**src/rtl/pc_unit.sv**
```systemverilog
`default_nettype none
// +----------------------------------------------------------------------------+
// | pc_unit : semiMIPS fetch program counter with branch/jump/call/return      |
// |           support backed by a circular return-address stack.               |
// | Rev 1.0                                                                    |
// +----------------------------------------------------------------------------+
module pc_unit #(
  parameter int DATAWIDTH  = 32,
  parameter int UPPERLIMIT = 4096,
  parameter int STEP       = 4,
  parameter int RESET_ADDR = 0,
  parameter int RAS_DEPTH  = 4
) (
  input  logic                         clk,
  input  logic                         clr,
  input  logic                         en,
  input  logic [2:0]                   mode,
  input  logic [DATAWIDTH-1:0]         br_off,
  input  logic [25:0]                  j_tgt,
  input  logic [DATAWIDTH-1:0]         r_tgt,
  output logic [DATAWIDTH-1:0]         pc,
  output logic [DATAWIDTH-1:0]         pc_next,
  output logic [$clog2(RAS_DEPTH):0]   ras_cnt,
  output logic                         f_align,
  output logic                         f_range,
  output logic                         f_ovf,
  output logic                         f_unf
);

  localparam int PW = $clog2(RAS_DEPTH);
  localparam int CW = PW + 1;

  localparam logic [DATAWIDTH-1:0] C_UPPER = DATAWIDTH'(UPPERLIMIT);
  localparam logic [DATAWIDTH-1:0] C_STEP  = DATAWIDTH'(STEP);
  localparam logic [DATAWIDTH-1:0] C_RESET = DATAWIDTH'(RESET_ADDR);
  localparam logic [CW-1:0]        C_DEPTH = CW'(RAS_DEPTH);
  localparam logic [CW-1:0]        C_CONE  = CW'(1);
  localparam logic [PW-1:0]        C_LAST  = PW'(RAS_DEPTH - 1);
  localparam logic [PW-1:0]        C_PONE  = PW'(1);

  localparam logic [2:0] M_BR   = 3'd1;
  localparam logic [2:0] M_J    = 3'd2;
  localparam logic [2:0] M_JR   = 3'd3;
  localparam logic [2:0] M_CALL = 3'd4;
  localparam logic [2:0] M_RET  = 3'd5;

  logic [DATAWIDTH-1:0] pc_q;
  logic [DATAWIDTH-1:0] ras_q [RAS_DEPTH];
  logic [PW-1:0]        top_q, top_d;
  logic [CW-1:0]        cnt_q, cnt_d;
  logic                 fa_q, fr_q, fo_q, fu_q;

  logic [DATAWIDTH-1:0] w_seq, w_jtgt, w_cand, w_pc_next;
  logic [PW-1:0]        w_top_inc, w_top_dec;
  logic                 w_checked, w_is_call, w_is_ret, w_empty, w_full;
  logic                 w_bad_align, w_bad_range, w_unf, w_accept;
  logic                 w_push, w_pop, w_ovf;

  assign w_seq = (pc_q >= C_UPPER) ? C_RESET : pc_q + C_STEP;

  // Jump targets keep the region bits of the sequential address above bit 27.
  if (DATAWIDTH > 28) begin : g_jt_region
    assign w_jtgt = {w_seq[DATAWIDTH-1:28], j_tgt, 2'b00};
  end else begin : g_jt_flat
    assign w_jtgt = {j_tgt, 2'b00};
  end

  assign w_empty   = (cnt_q == '0);
  assign w_full    = (cnt_q == C_DEPTH);
  assign w_top_inc = (top_q == C_LAST) ? '0 : top_q + C_PONE;
  assign w_top_dec = (top_q == '0) ? C_LAST : top_q - C_PONE;

  always_comb begin
    w_cand    = w_seq;
    w_checked = 1'b0;
    w_is_call = 1'b0;
    w_is_ret  = 1'b0;
    case (mode)
      M_BR: begin
        w_cand    = w_seq + (br_off << 2);
        w_checked = 1'b1;
      end
      M_J: begin
        w_cand    = w_jtgt;
        w_checked = 1'b1;
      end
      M_JR: begin
        w_cand    = r_tgt;
        w_checked = 1'b1;
      end
      M_CALL: begin
        w_cand    = w_jtgt;
        w_checked = 1'b1;
        w_is_call = 1'b1;
      end
      M_RET: begin
        w_cand    = ras_q[top_q];
        w_checked = ~w_empty;
        w_is_ret  = 1'b1;
      end
      default: ;
    endcase
  end

  // Misalignment takes precedence over the range fault.
  assign w_bad_align = w_checked && (w_cand[1:0] != 2'b00);
  assign w_bad_range = w_checked && !w_bad_align && (w_cand > C_UPPER);
  assign w_unf       = w_is_ret && w_empty;
  assign w_accept    = !w_bad_align && !w_bad_range && !w_unf;
  assign w_pc_next   = w_accept ? w_cand : pc_q;

  // A faulting return address is still consumed from the stack.
  assign w_push = w_is_call && w_accept;
  assign w_pop  = w_is_ret && !w_empty;
  assign w_ovf  = w_push && w_full;

  always_comb begin
    top_d = top_q;
    cnt_d = cnt_q;
    if (w_push) begin
      top_d = w_top_inc;
      cnt_d = w_full ? cnt_q : cnt_q + C_CONE;
    end else if (w_pop) begin
      top_d = w_top_dec;
      cnt_d = cnt_q - C_CONE;
    end
  end

  always_ff @(posedge clk or negedge clr) begin
    if (!clr) begin
      pc_q  <= C_RESET;
      top_q <= '0;
      cnt_q <= '0;
      fa_q  <= 1'b0;
      fr_q  <= 1'b0;
      fo_q  <= 1'b0;
      fu_q  <= 1'b0;
    end else if (en) begin
      pc_q  <= w_pc_next;
      top_q <= top_d;
      cnt_q <= cnt_d;
      fa_q  <= w_bad_align;
      fr_q  <= w_bad_range;
      fo_q  <= w_ovf;
      fu_q  <= w_unf;
    end else begin
      fa_q  <= 1'b0;
      fr_q  <= 1'b0;
      fo_q  <= 1'b0;
      fu_q  <= 1'b0;
    end
  end

  // Stack contents need no reset: the cleared count marks every entry invalid.
  always_ff @(posedge clk) begin
    if (en && w_push) ras_q[w_top_inc] <= w_seq;
  end

  assign pc      = pc_q;
  assign pc_next = w_pc_next;
  assign ras_cnt = cnt_q;
  assign f_align = fa_q;
  assign f_range = fr_q;
  assign f_ovf   = fo_q;
  assign f_unf   = fu_q;

endmodule
`default_nettype wire

```
**config.mk**
```make
export PLATFORM = sky130hd
export DESIGN_NAME = pc_unit
export DESIGN_NICKNAME = d
export VERILOG_FILES = /design/src/rtl/pc_unit.sv
export SDC_FILE = /design/constraint.sdc
export NUM_CORES = 1
export LEC_CHECK = 0
export ABC_AREA = 0
export CORE_MARGIN = 5
export CORE_UTILIZATION = 54
export CTS_BUF_LIST = sky130_fd_sc_hd__clkbuf_8 sky130_fd_sc_hd__clkbuf_16
export DETAILED_ROUTE_END_ITERATION = 6
export GPL_ROUTABILITY_DRIVEN = 0
export HOLD_SLACK_MARGIN = 0.12
export PLACE_DENSITY = 0.81
export SETUP_SLACK_MARGIN = 0.1
export SLEW_MARGIN = 10
export SYNTH_ARGS = -nofsm -noshare
export SYNTH_HDL_FRONTEND = slang
export SYNTH_SLANG_ARGS = --single-unit
```
**constraint.sdc**
```tcl
create_clock -name clk -period 6.5 [get_ports clk]
set_input_delay 0.65 -clock clk [delete_from_list [all_inputs] [get_ports clk]]
set_output_delay 0.65 -clock clk [all_outputs]
set_load 0.1 [all_outputs]
```
==> results of run 1 <==
## cell usage in the layout (no fill, tap or decap), types with 6 or more instances in the layout
master	n
a211oi_1	8
a21o_1	10
a21oi_1	46
a221oi_1	13
a31oi_1	9
and2_1	32
and3_1	32
buf_12	33
buf_4	31
clkbuf_16	17
clkdlybuf4s50_1	130
conb_1	94
dfrtp_1	16
dfrtp_2	24
edfxtp_1	128
ha_1	35
inv_1	23
mux2i_1	29
mux4_2	6
nand2_1	42
nand2b_1	6
nand3_1	25
nand4_1	11
nor2_1	56
nor3_1	32
nor4_1	17
o211ai_1	10
o21a_1	7
o21ai_0	31
o21bai_1	10
o221ai_1	7
o22ai_1	9
o31ai_1	6
or4_1	7
xnor2_1	12
xor2_1	10
## through the flow
step,hold WS (ps),worst slack (ps),std cells,util
after detailed placement,508,220,1357,0.694
after CTS,373,118,1390,0.732
final,361,265,1392,0.739
after floorplan,354,144,985,-
after global placement,500,274,1357,0.694
after global routing,440,63.1,1392,0.739
## state kept, by name (all words and copies together) (netlist names)
register,cells
f_range,1
ras_cnt,3
f_unf,1
f_align,1
f_ovf,1
ras_q,128
pc,32
top_q,2
## kinds of logic after synthesis
kind of cell / synth area share
AOI/OAI and AO/OA: 0.160
DFF: 0.489
and+or+nand+nor: 0.177
adders and majority gates: 0.0508
xor gates and xnor gates: 0.0210
buffers and inverters: 0.0422
other: 0.000377
muxes: 0.0597
## power groups by stage
| stage | clock [mW] | sequential [mW] | combinational (mW) |
|---|---|---|---|
| floorplan | 0 | 1.65 | 1.32 |
| global placement | 0 | 1.39 | 2.13 |
| detailed placement | 0 | 1.40 | 2.16 |
| CTS | 1.06 | 1.37 | 2.19 |
| global route | 1.12 | 1.38 | 2.43 |
| finish | 1.06 | 1.38 | 2.29 |
## layer usage
metal | vias to the layer above | wire [µm] | GRT usage | part of all wire
li1 | 3890 | - | - | -
met1 | 4018 | 10300 | 0.316 | 0.38
met2 | 411 | 13700 | 0.425 | 0.51
met3 | 57 | 2210 | 0.0536 | 0.082
met4 | 0 | 776 | 0.0854 | 0.029
met5 | - | 0 | 0 | 0
## cell usage after synthesis (6+ instances only)
cell	count
o21ai_0	31
o31ai_1	6
mux4_2	6
and3_1	33
inv_1	22
o21bai_1	10
nand2b_1	6
buf_6	12
mux2i_1	29
nor4_1	23
buf_2	7
or4_1	7
a21oi_1	47
dfrtp_1	41
nand2_1	44
o21a_1	7
nand4_1	11
or3_1	6
a21o_1	10
nand3_1	26
o22ai_1	9
clkbuf_1	18
edfxtp_1	128
nor3_1	35
a221oi_1	14
ha_1	38
o211ai_1	10
xor2_1	10
and2_1	33
buf_4	8
a211oi_1	12
xnor2_1	12
o221ai_1	7
a31oi_1	9
nor2_1	63
## cell type report
cell class | count | area [µm²]
Sequential cell | 169 | 4900
Inverter | 23 | 86.3
Clock inverter | 15 | 193
Clock buffer | 17 | 425
Fill cell | 1235 | 4700
Timing Repair Buffer | 196 | 2200
Multi-Input combinational cell | 743 | 5220
Tap cell | 229 | 287
## worst max path at each step
stage                      start  cells past startpoint          end
after floorplan            pc[4]                     17  pc_next[11]
after global placement    pc[27]                     17   pc_next[0]
after detailed placement  pc[31]                     17   pc_next[1]
after CTS                 pc[12]                     17   pc_next[1]
after global routing      pc[23]                     17   pc_next[1]
final                     pc[23]                     17   pc_next[1]
## repair_timing
action                     CTS  global route
setup endpoints to repair   32            32
pin swaps                    1             1
hold buffers                 0             0
buffers inserted             1             2
gates resized for setup     13            23
==> flow_summary_export.csv, run 1 <==
group,metric,value,unit
grt,grt_pass1_wl,42600,µm
worst_setup_path,reg2reg_slack,1020,ps
logic_synthesis,yosysUniqueCellTypes,96,
floorplanning,io_pins,167,
worst_setup_path,cp_cell_sequence,"nor4_2, and3_4, nand2_2, nor2_4, ha_2, a21oi_1, o211a_4, mux2i_1, nor4b_1, o32a_1, nor4_4, o21a_1, o211ai_1, or3_4, or4_1, and2_1, buf_12",
logic_synthesis,synthTopCellsByArea,"edfxtp_1 (39%), dfrtp_1 (10%), ha_1 (4.8%)",
grt,grt_max_degree,42,
sta,timing.final.hold_violations,0,
logic_synthesis,synth-async-reset-ratio,0.243,
drt,drt_iter0_markers,682,
placement,io_buffers,164,
power_and_ir_drop,swShare,0.434,
logic_synthesis,seq_area_frac_synth,0.489,
finish,diodes,0,
floorplanning,num_rows,49,
power_and_ir_drop,power.total,4.73,mW
finish,syn2layout_area_growth,33.8,%
cts,cts_root_buf,"clkbuf_16",
sta,drv_slew,0,
worst_setup_path,crit_path_end_kind,"primary output",
sta,rsz0062_at_grt,"false",
floorplanning,coreArea,18000,µm²
power_and_ir_drop,intPower,2.67,mW
finish,drive_gt1_frac,0.163,
worst_setup_path,path_class,"reg2out",
drt,wl_per_cell,19.4,µm
floorplanning,initial_utilization,0.552,
logic_synthesis,yosys_warnings,0,
finish,nets,1285,
worst_setup_path,crit_arrival,5590,ps
floorplanning,die_w,146,µm
power_and_ir_drop,leakagePower,5.18,nW
worst_setup_path,crit_buf_inv,1,
worst_setup_path,r2r_end,"pc[6]",
cts,cts_buffers,17,
min_path,hold_path_class,"in2async",
floorplanning,die-height,146,µm
cts,cts_tree,"yes",
grt,grt_usage,0.250,
drt,vias,8376,
drt,routed_wl,27000,µm
grt,grt_overflow,0,
logic_synthesis,synthesis.area,9950,µm²
drt,ant_nets,0,
power_and_ir_drop,power_switching,2.05,mW
logic_synthesis,synth.avg_cell_area,11.2,µm²
drt,viasPerCell,6.02,
logic_synthesis,synth_top_area_frac,0.386,
cts,cts.sinks,169,
power_and_ir_drop,pwr-share-seq,0.291,
logic_synthesis,ys.flop_type,"edfxtp_1",
power_and_ir_drop,clockPowerShare,0.224,
placement,postPlaceCellArea,12500,µm²
worst_setup_path,crit_fanout,9,
sta,layout_min_cycle_time,6240,ps
grt,grt_pass1_vias,8073,
flow_run,drv_cap,0,
power_and_ir_drop,comb_power_share,0.485,
cts,htreeDepth,4,
sta,tns,0,ps
worst_setup_path,max_stage_delay,480,ps
logic_synthesis,yosysTopAreaCell,"edfxtp_1",
cts,path_clk_slew,70,ps
logic_synthesis,synthCells,892,
drt,dr.pass1.iters,5,
grt,grt_antenna_before_repair,0,
sta,finalSetupViolCount,0,
sta,max-slew-margin-rel,0.215,
worst_setup_path,cp.required,5850,ps
logic_synthesis,synth-edff-count,128,
placement,hpwl,20000,µm
cts,clock_latency,430,ps
cts,clock_path_buffers,2,
logic_synthesis,ys_seq_elements,169,
sta,period_share,0.959,
worst_setup_path,start_kind,"register",
worst_setup_path,r2r_start,"pc[23]",
worst_setup_path,cp_slowest_cell,"o32a_1",
sta,fin_skew,8.06,ps
power_and_ir_drop,power_density,355,nW/µm²
sta,fmax,0.160,GHz
run_status,status,"finished, final reports clean",
worst_setup_path,r2r_cells,17,
drt,drcViolationCount,0,
sta,worst_pin_slew,1170,ps
worst_setup_path,crit_family,"simple AND/OR/NAND/NOR gates",
floorplanning,die-area,21200,µm²
power_and_ir_drop,vdd_drop_max,603,µV
finish,fin_area,13300,µm²
Power figures use the tool's default switching activity.
==> run 2, diff against run 1 <==
--- a/config.mk
+++ b/config.mk
@@ -6,7 +6,6 @@
 export NUM_CORES = 1
 export LEC_CHECK = 0
 export ABC_AREA = 0
-export CORE_MARGIN = 5
 export CORE_UTILIZATION = 54
 export CTS_BUF_LIST = sky130_fd_sc_hd__clkbuf_8 sky130_fd_sc_hd__clkbuf_16
 export DETAILED_ROUTE_END_ITERATION = 6
==> run 2 against run 1 <==
Final cell count is the same. Critical path depth is 1 lower. First-iteration DRC count up 8.7%. Sequential power barely moved. Register-to-register slack is essentially flat. Sequential share of layout area is 0.097 points higher. Worst hold slack got worse by 14 ps. Non-clock buffer count is 1 higher. Maximum frequency up 0.34%. Global-route usage up 3.1 points. Clock power is 11% lower. Flip-flop and latch count unchanged. Largest power group unchanged. Highest routed layer unchanged.
==> flow_summary_export.csv, run 2 (synthesis results as in run 1) <==
group,metric,value,unit
drt,drcViolationCount,0,
sta,timing.final.hold_violations,0,
cts,cts_buffers,17,
placement,io_buffers,164,
sta,rsz0062_at_grt,"false",
worst_setup_path,crit_fanout,9,
floorplanning,io_pins,167,
worst_setup_path,reg2reg_slack,1010,ps
power_and_ir_drop,power_density,349,nW/µm²
finish,nets,1286,
worst_setup_path,start_kind,"register",
finish,largest-register,"ras_q",
cts,cts.sinks,169,
placement,hpwl,19100,µm
sta,max-slew-margin-rel,0.205,
sta,tns,0,ps
grt,grt_max_degree,44,
finish,fillers,1257,
worst_setup_path,cp_cell_sequence,"nor4_2, nand3_1, a211oi_2, ha_1, and3_2, a221oi_2, nor3_1, o21ai_1, nand2_1, a21o_1, a2111oi_4, a41oi_2, or3_1, or4_1, and2_1, buf_12",
flow_run,drv_cap,0,
worst_setup_path,max_stage_delay,490,ps
grt,grt_pass1_vias,7893,
cts,cts_tree,"yes",
worst_setup_path,crit_family,"simple AND/OR/NAND/NOR gates",
cts,clock_path_buffers,2,
floorplanning,num_rows,49,
finish,final_common_cell,"clkdlybuf4s50_1",
sta,finalSetupViolCount,0,
grt,grt_usage,0.280,
grt,grt_overflow,0,
floorplanning,die-area,19000,µm²
finish,instances_no_fill,1392,
drt,wl_per_cell,18.8,µm
drt,vias,8367,
finish,most-common-layout-cells,"clkdlybuf4s50_1 (130), edfxtp_1 (128), conb_1 (94)",
cts,clock_latency,430,ps
cts,path_clk_slew,70,ps
sta,period_share,0.956,
floorplanning,initial_utilization,0.552,
power_and_ir_drop,leakagePower,5.14,nW
drt,drt_iter0_markers,741,
finish,syn2layout_area_growth,33.5,%
drt,dr.pass1.iters,6,
finish,diodes,0,
floorplanning,die_w,138,µm
sta,worst_pin_slew,1190,ps
worst_setup_path,cp.required,5850,ps
floorplanning,coreArea,18000,µm²
floorplanning,die-height,138,µm
worst_setup_path,crit_path_end_kind,"primary output",
drt,routed_wl,26200,µm
placement,dp_cells,1356,
worst_setup_path,crit_buf_inv,1,
run_status,status,"finished, final reports clean",
worst_setup_path,path_class,"reg2out",
drt,ant_nets,0,
sta,fmax,0.161,GHz
grt,grt_pass1_wl,39800,µm
grt,grt_antenna_before_repair,0,
drt,viasPerCell,6.01,
cts,htreeDepth,4,
worst_setup_path,cp_slowest_cell,"or3_1",
power_and_ir_drop,vdd_drop_max,650,µV
cts,cts_root_buf,"clkbuf_16",
cts,cts_hold_buffers,0,
finish,largest_register_ffs,128,
finish,drive_gt1_frac,0.165,
sta,drv_slew,0,
worst_setup_path,crit_arrival,5560,ps
sta,fin_skew,7.88,ps
sta,layout_min_cycle_time,6210,ps
min_path,hold_path_class,"in2async",
run 2: layer usage:
metal	routed length [µm]	GRT usage	vias to the layer above
li1	-	-	3884
met1	10200	0.347	4029
met2	13200	0.477	378
met3	1830	0.0500	76
met4	919	0.127	0
met5	0	0	-
run 2: where the power goes:
group          internal [mW]  switching [mW]  total, mW
clock                  0.527           0.419      0.946
combinational          0.809            1.49       2.30
sequential              1.27           0.126       1.39
total                   2.60            2.04       4.64
run 2: cell type report:
class	instances	area (µm²)	share of cell area
Inverter	23	86.3	0.00650
Multi-Input combinational cell	743	5240	0.394
Clock buffer	17	425	0.0320
Tap cell	229	287	0.0216
Sequential cell	169	4900	0.369
Clock inverter	14	123	0.00923
Timing Repair Buffer	197	2220	0.167
run 2: metrics by stage:
| stage | power (mW) | util | hold WS [ps] | cell area, µm² | setup WS, ps |
|---|---|---|---|---|---|
| 6_report | 4.64 | 0.737 | 347 | 13300 | 286 |
| 5_1_grt | 4.82 | 0.737 | 438 | 13300 | 106 |
| 4_1_cts | 4.52 | 0.727 | 372 | 13100 | 115 |
| 3_5_place_dp | 3.55 | 0.694 | 508 | 12500 | 154 |
| 3_3_place_gp | 3.52 | 0.694 | 499 | 12500 | 320 |
| 2_1_floorplan | 2.97 | - | 354 | 10400 | 144 |
run 2: repair_timing:
action,in CTS,in global routing
setup buffers,0,5
gates resized for setup,13,26
pin swaps,0,4
setup endpoints to repair,30,32
run 2: path summary, 6_finish.rpt:
check,startpoint,to,depth (start not counted)
max,pc[23],pc_next[0],16
min,clr,pc[3],1
max reg2reg,pc[27],ras_cnt[2],19
min reg2reg,pc[20],pc[20],1
max in group asynchronous,clr,pc[4],1
min in group clk,pc[20],pc[20],1
==> run 3, diff against run 2 <==
--- a/config.mk
+++ b/config.mk
@@ -8,6 +8,7 @@
 export ABC_AREA = 0
 export CORE_UTILIZATION = 54
 export CTS_BUF_LIST = sky130_fd_sc_hd__clkbuf_8 sky130_fd_sc_hd__clkbuf_16
+export CTS_CLUSTER_DIAMETER = 60
 export DETAILED_ROUTE_END_ITERATION = 6
 export GPL_ROUTABILITY_DRIVEN = 0
 export HOLD_SLACK_MARGIN = 0.12
==> results of run 3 <==
Final layout, timing and power as in run 2 (identical DEF).
